===== config.mk =====
export PLATFORM = sky130hd
export DESIGN_NAME = axi_rd_arbiter
export DESIGN_NICKNAME = d
export VERILOG_FILES = /design/src/rtl/axi_rd_arbiter.sv
export SDC_FILE = /design/constraint.sdc
export NUM_CORES = 1
export LEC_CHECK = 0
export ABC_AREA = 1
export CAP_MARGIN = 30
export CORE_ASPECT_RATIO = 0.7
export CORE_MARGIN = 2
export CORE_UTILIZATION = 50
export DETAILED_ROUTE_END_ITERATION = 7
export DONT_BUFFER_PORTS = 1
export PLACE_DENSITY_LB_ADDON = 0.2
export SLEW_MARGIN = 0
export SYNTH_ARGS = -nofsm -noshare
export SYNTH_HDL_FRONTEND = slang
export SYNTH_SLANG_ARGS = --single-unit

===== constraint.sdc =====
create_clock -name ACLK -period 2.05 [get_ports ACLK]
set_input_delay 0.3075 -clock ACLK [delete_from_list [all_inputs] [get_ports ACLK]]
set_output_delay 0.3075 -clock ACLK [all_outputs]
set_load 0.005 [all_outputs]

===== src/rtl/axi_rd_arbiter.sv =====
// rtl/axi_rd_arbiter.sv - round-robin arbiter sharing one AXI4 read channel pair among NUM_REQ requesters
// Optional burst-length checker enabled by defining AXI_RD_ARB_BEAT_CHECK_EN.
module axi_rd_arbiter #(
    parameter int NUM_REQ    = 2,
    parameter int DATA_WIDTH = 32,
    parameter int ADDR_WIDTH = 16
) (
    input  logic                          ACLK,
    input  logic                          ARESTN,
    input  logic [NUM_REQ*ADDR_WIDTH-1:0] REQ_ARADDR,
    input  logic [NUM_REQ*8-1:0]          REQ_ARLEN,
    input  logic [NUM_REQ*3-1:0]          REQ_ARSIZE,
    input  logic [NUM_REQ-1:0]            REQ_ARVALID,
    output logic [NUM_REQ-1:0]            REQ_ARREADY,
    output logic [DATA_WIDTH-1:0]         REQ_RDATA,
    output logic [1:0]                    REQ_RRESP,
    output logic                          REQ_RLAST,
    output logic [NUM_REQ-1:0]            REQ_RVALID,
    input  logic [NUM_REQ-1:0]            REQ_RREADY,
    output logic [ADDR_WIDTH-1:0]         ARADDR,
    output logic [7:0]                    ARLEN,
    output logic [2:0]                    ARSIZE,
    output logic                          ARVALID,
    input  logic                          ARREADY,
    input  logic [DATA_WIDTH-1:0]         RDATA,
    input  logic [1:0]                    RRESP,
    input  logic                          RLAST,
    input  logic                          RVALID,
    output logic                          RREADY,
    output logic [NUM_REQ-1:0]            GRANT,
    output logic                          BEAT_ERR
);

    localparam int IDX_W = (NUM_REQ > 1) ? $clog2(NUM_REQ) : 1;

    typedef enum logic [1:0] {IDLE, ADDR, DATA} state_e;

    state_e                  state_q, state_d;
    logic [IDX_W-1:0]        ptr_q, ptr_d;
    logic [ADDR_WIDTH-1:0]   araddr_q, araddr_d;
    logic [7:0]              arlen_q, arlen_d;
    logic [2:0]              arsize_q, arsize_d;
    logic                    arvalid_q, arvalid_d;
    logic [NUM_REQ-1:0]      grant_q, grant_d;

    logic                    found;
    logic [IDX_W-1:0]        sel;
    logic [ADDR_WIDTH-1:0]   sel_addr;
    logic [7:0]              sel_len;
    logic [2:0]              sel_size;

    // Two passes: first the requesters at or after the pointer, then wrap to the low indices.
    always_comb begin
        found    = 1'b0;
        sel      = '0;
        sel_addr = '0;
        sel_len  = '0;
        sel_size = '0;
        for (int i = 0; i < NUM_REQ; i++) begin
            if (!found && REQ_ARVALID[i] && (IDX_W'(i) >= ptr_q)) begin
                found    = 1'b1;
                sel      = IDX_W'(i);
                sel_addr = REQ_ARADDR[i*ADDR_WIDTH +: ADDR_WIDTH];
                sel_len  = REQ_ARLEN[i*8 +: 8];
                sel_size = REQ_ARSIZE[i*3 +: 3];
            end
        end
        for (int i = 0; i < NUM_REQ; i++) begin
            if (!found && REQ_ARVALID[i]) begin
                found    = 1'b1;
                sel      = IDX_W'(i);
                sel_addr = REQ_ARADDR[i*ADDR_WIDTH +: ADDR_WIDTH];
                sel_len  = REQ_ARLEN[i*8 +: 8];
                sel_size = REQ_ARSIZE[i*3 +: 3];
            end
        end
    end

    always_comb begin
        state_d   = state_q;
        ptr_d     = ptr_q;
        araddr_d  = araddr_q;
        arlen_d   = arlen_q;
        arsize_d  = arsize_q;
        arvalid_d = arvalid_q;
        grant_d   = grant_q;
        case (state_q)
            IDLE: begin
                if (found) begin
                    araddr_d  = sel_addr;
                    arlen_d   = sel_len;
                    arsize_d  = sel_size;
                    arvalid_d = 1'b1;
                    grant_d   = NUM_REQ'(1) << sel;
                    ptr_d     = (sel == IDX_W'(NUM_REQ - 1)) ? '0 : sel + IDX_W'(1);
                    state_d   = ADDR;
                end
            end
            ADDR: begin
                if (ARREADY) begin
                    arvalid_d = 1'b0;
                    state_d   = DATA;
                end
            end
            DATA: begin
                if (RVALID && RREADY && RLAST) begin
                    grant_d = '0;
                    state_d = IDLE;
                end
            end
            default: state_d = IDLE;
        endcase
    end

    always_ff @(posedge ACLK or negedge ARESTN) begin
        if (!ARESTN) begin
            state_q   <= IDLE;
            ptr_q     <= '0;
            araddr_q  <= '0;
            arlen_q   <= '0;
            arsize_q  <= '0;
            arvalid_q <= 1'b0;
            grant_q   <= '0;
        end else begin
            state_q   <= state_d;
            ptr_q     <= ptr_d;
            araddr_q  <= araddr_d;
            arlen_q   <= arlen_d;
            arsize_q  <= arsize_d;
            arvalid_q <= arvalid_d;
            grant_q   <= grant_d;
        end
    end

    // Handshake steering is purely combinational so the arbiter adds no latency per beat.
    assign REQ_ARREADY = (state_q == ADDR) ? (grant_q & {NUM_REQ{ARREADY}}) : '0;
    assign REQ_RVALID  = (state_q == DATA) ? (grant_q & {NUM_REQ{RVALID}}) : '0;
    assign RREADY      = (state_q == DATA) && |(grant_q & REQ_RREADY);
    assign REQ_RDATA   = RDATA;
    assign REQ_RRESP   = RRESP;
    assign REQ_RLAST   = RLAST;
    assign ARADDR      = araddr_q;
    assign ARLEN       = arlen_q;
    assign ARSIZE      = arsize_q;
    assign ARVALID     = arvalid_q;
    assign GRANT       = grant_q;

`ifdef AXI_RD_ARB_BEAT_CHECK_EN
    logic [7:0] beat_cnt_q, beat_cnt_d;
    logic       beat_err_q, beat_err_d;

    // Counter holds the beats still expected after the current one; it saturates at zero.
    always_comb begin
        beat_cnt_d = beat_cnt_q;
        beat_err_d = 1'b0;
        if (state_q == ADDR && ARREADY) begin
            beat_cnt_d = arlen_q;
        end else if (state_q == DATA && RVALID && RREADY) begin
            if (RLAST) begin
                beat_err_d = (beat_cnt_q != 8'd0);
            end else if (beat_cnt_q == 8'd0) begin
                beat_err_d = 1'b1;
            end else begin
                beat_cnt_d = beat_cnt_q - 8'd1;
            end
        end
    end

    always_ff @(posedge ACLK or negedge ARESTN) begin
        if (!ARESTN) begin
            beat_cnt_q <= '0;
            beat_err_q <= 1'b0;
        end else begin
            beat_cnt_q <= beat_cnt_d;
            beat_err_q <= beat_err_d;
        end
    end

    assign BEAT_ERR = beat_err_q;
`else
    assign BEAT_ERR = 1'b0;
`endif

endmodule


==> results.yml <==
setup_path:
  crit_chain: "nor2_2 -> o21ai_4 -> nor2_8 -> nand2_1 -> nand3_1"
  crit_arrival_ns: 1.70
  crit_required_ns: 2.27
  crit_path_max_incr_delay_ns: 0.41
  slowest_stage: "dfrtp_1"
  path_class: "reg2reg"
  path_buf_inv: 0
  crit_path_end_kind: "register"
  cp_max_fo: 28
  crit_family: "simple AND/OR/NAND/NOR gates"
  critPathLaunchType: "register"
clock_network:
  cts_tree: "done"
  htree_levels: 2
  cts-buffers-inserted: 5
  worst_skew_pair.late_latency_ns: 0.28
  postCtsSetupRepairBufs: 0
  cts_resized: 0
  cts_root_buf: "clkbuf_8"
  clockBufferDepth: 2
  cts.sinks: 33
  clk_pin_slew_worst_paths_ns: 0.07
  hold_buffers: 2
logic_synthesis:
  synthDominantCellAreaShare: 0.4499
  yosysWarnings: 0
  synth-edff-count: 0
  synthFlopType: "dfrtp_1"
  yosysSeqAreaShare: 0.4499
  yosys_register_bits: 33
  synth_nets: 329
  synthCells: 232
  synth.most_common_cell: "nand2_1"
  avgSynthCellArea_um2: 7.912
  synth_common_cells: "78 x nand2_1, 46 x nand3_1, 39 x buf_4"
  syn_area_mm2: 0.001836
  synth.distinct_cells: 18
  synth_top_area_cell: "dfrtp_1"
  synth.area.top_cells: "dfrtp_1 45%, buf_4 16%, nand2_1 16%, nand3_1 13%, inv_1 2.5%"
  postSynth.asyncResetShare: 1.000
floorplanning:
  io_pins: 168
  rows: 18
  start_util: 0.5224
  core_mm2: 0.003513
  die-area_mm2: 0.004179
  chipHeight_um: 54.69
  die_w_um: 76.42
cells_and_area:
  seqCellArea_um2: 825.8
  finalInstanceArea_mm2: 0.001730
  multi_input_area_um2: 624.3
  fillers: 363
  fin_cells: 250
  fin_nets: 296
  final_layout_size_suffix_gt1_frac: 0.08500
  utilization: 0.4925
  antenna_cells: 0
  syn_to_final_growth_pct: -5.726
grt:
  antenna_found_initial: 0
  grt_pass1_wl_um: 6230
  first_global_vias: 1306
  grt_start_max_net_pins: 34
  track_usage: 0.2002
  grt_overflow: 0
pwr:
  pwr_density_cell_mw_per_mm2: 1554
  p_sw_frac: 0.3824
  p_int_w: 0.001661
  p_clk_frac: 0.232
  power_switching_w: 0.001028
  leakagePower_nw: 0.8569
  p_seq_frac: 0.454
  comb_power_share: 0.313
  power_w: 0.002689
  vdd.ir_drop.worst_mv: 0.5836
sta:
  slew_viol_final: 0
  tightest_slew_ns: 0.6311
  final-hold-violation-count: 0
  finalSetupViolations: 0
  rsz0062_at_grt: "no"
  clock.fmax_mhz: 674.3
  final.setup.tns_ns: 0
  min_period_ns: 1.483
  clock_skew_ns: 0.003019
  slew-limit-headroom: 0.5777
  finalCritPeriodShare: 0.7234
route:
  viasPerCell: 5.404
  wl_um: 3848
  first_pass_iters: 4
  antenna_left: 0
  drt_iter0_drc: 63
  num_vias: 1351
  wire_per_inst_um: 15.39
  drc: 0
placement:
  postPlaceCellArea_mm2: 0.001584
  io_buffers: 0
  dp_cells: 240
  dp_hpwl_um: 2748
  place_congestion: 0.7194
job:
  cap_violations: 0
outcome:
  status: "finished clean"
min_path:
  hp-class: "in2reg"
## layout by cell type, fill, tap and decap left out, drive strengths merged
| master | netlist | layout |
|---|---|---|
| nand2 | 78 | 78 |
| nand3 | 46 | 46 |
| dfrtp | 33 | 33 |
| inv | 15 | 15 |
| nor2 | 9 | 9 |
| clkbuf | 1 | 7 |
| buf | 43 | 3 |
| o21ai | 3 | 3 |
| nor3 | 2 | 2 |
| a21oi | 1 | 1 |
| conb | 1 | 1 |
| bufinv | 0 | 1 |
| dlygate4sd3 | 0 | 1 |
## power by group through the flow
stage | Clock [W] | Sequential (W) | Combinational (W)
2_1_floorplan | 0 | 0.00116 | 0.000782
5_1_grt | 0.000672 | 0.00127 | 0.000986
3_5_place_dp | 0 | 0.00123 | 0.000835
4_1_cts | 0.000643 | 0.00123 | 0.000852
3_3_place_gp | 0 | 0.00123 | 0.000782
6_report | 0.000625 | 0.00122 | 0.000843
## state kept, by name, indices dropped and copies added (netlist names)
register  cells
ptr_q         1
ARSIZE        3
ARVALID       1
GRANT         2
ARLEN         8
ARADDR       16
state_q       2
## logic make-up after synthesis
logic type	count (synthesis)	synth area share
compound gates	4	0.01908
buf+inv	59	0.2099
other cells	1	0.002043
flops	33	0.4499
simple gates	135	0.3190
## final timing paths
path	start	to	slack, ns	cells after the start
setup / recovery	state_q[0]$_DFFE_PN0P_	ARADDR[13]$_DFFE_PN0P_	0.57	5
hold / removal	REQ_ARADDR[7]	ARADDR[7]$_DFFE_PN0P_	0.15	2
setup reg to reg	state_q[0]$_DFFE_PN0P_	ARADDR[13]$_DFFE_PN0P_	0.57	5
hold reg to reg	ARVALID$_DFFE_PN0P_	ARVALID$_DFFE_PN0P_	0.52	2
max in group asynchronous	ARESTN	ARADDR[10]$_DFFE_PN0P_	1.40	2
min in group asynchronous	ARESTN	ARLEN[5]$_DFFE_PN0P_	0.48	2
## metal layers
layer | track usage | routed length [um] | part of all wire
met2 | 0.3083 | 1608 | 0.42
met1 | 0.2301 | 1589 | 0.41
met4 | 0.09697 | 37 | 0.0096
met5 | 0 | 0 | 0
met3 | 0.1139 | 613 | 0.16
## worst reg2reg max path, stage by stage (launching register included)
cell     delay [ns]
dfrtp_1        0.41
nor2_2         0.19
o21ai_4        0.21
nor2_8         0.41
nand2_1        0.11
nand3_1        0.09
## layout make-up
class / instances / area share
flip-flops and latches: 33 / 0.4772
repair buffers: 4 / 0.02603
clock buffers: 7 / 0.04989
clock inverters: 1 / 0.01735
multi-input cells: 140 / 0.3608
inverters: 15 / 0.03254
well taps: 50 / 0.03615
## per-stage QoR
step                      setup WS, ns  hold WS [ns]
after detailed placement        0.5536       0.01280
after global routing            0.4067        0.1303
after global placement          0.6261       0.01264
final                           0.5670        0.1456
after floorplan                 0.8161       0.01191
after CTS                       0.5494        0.1352
Power figures use the tool's default switching activity.
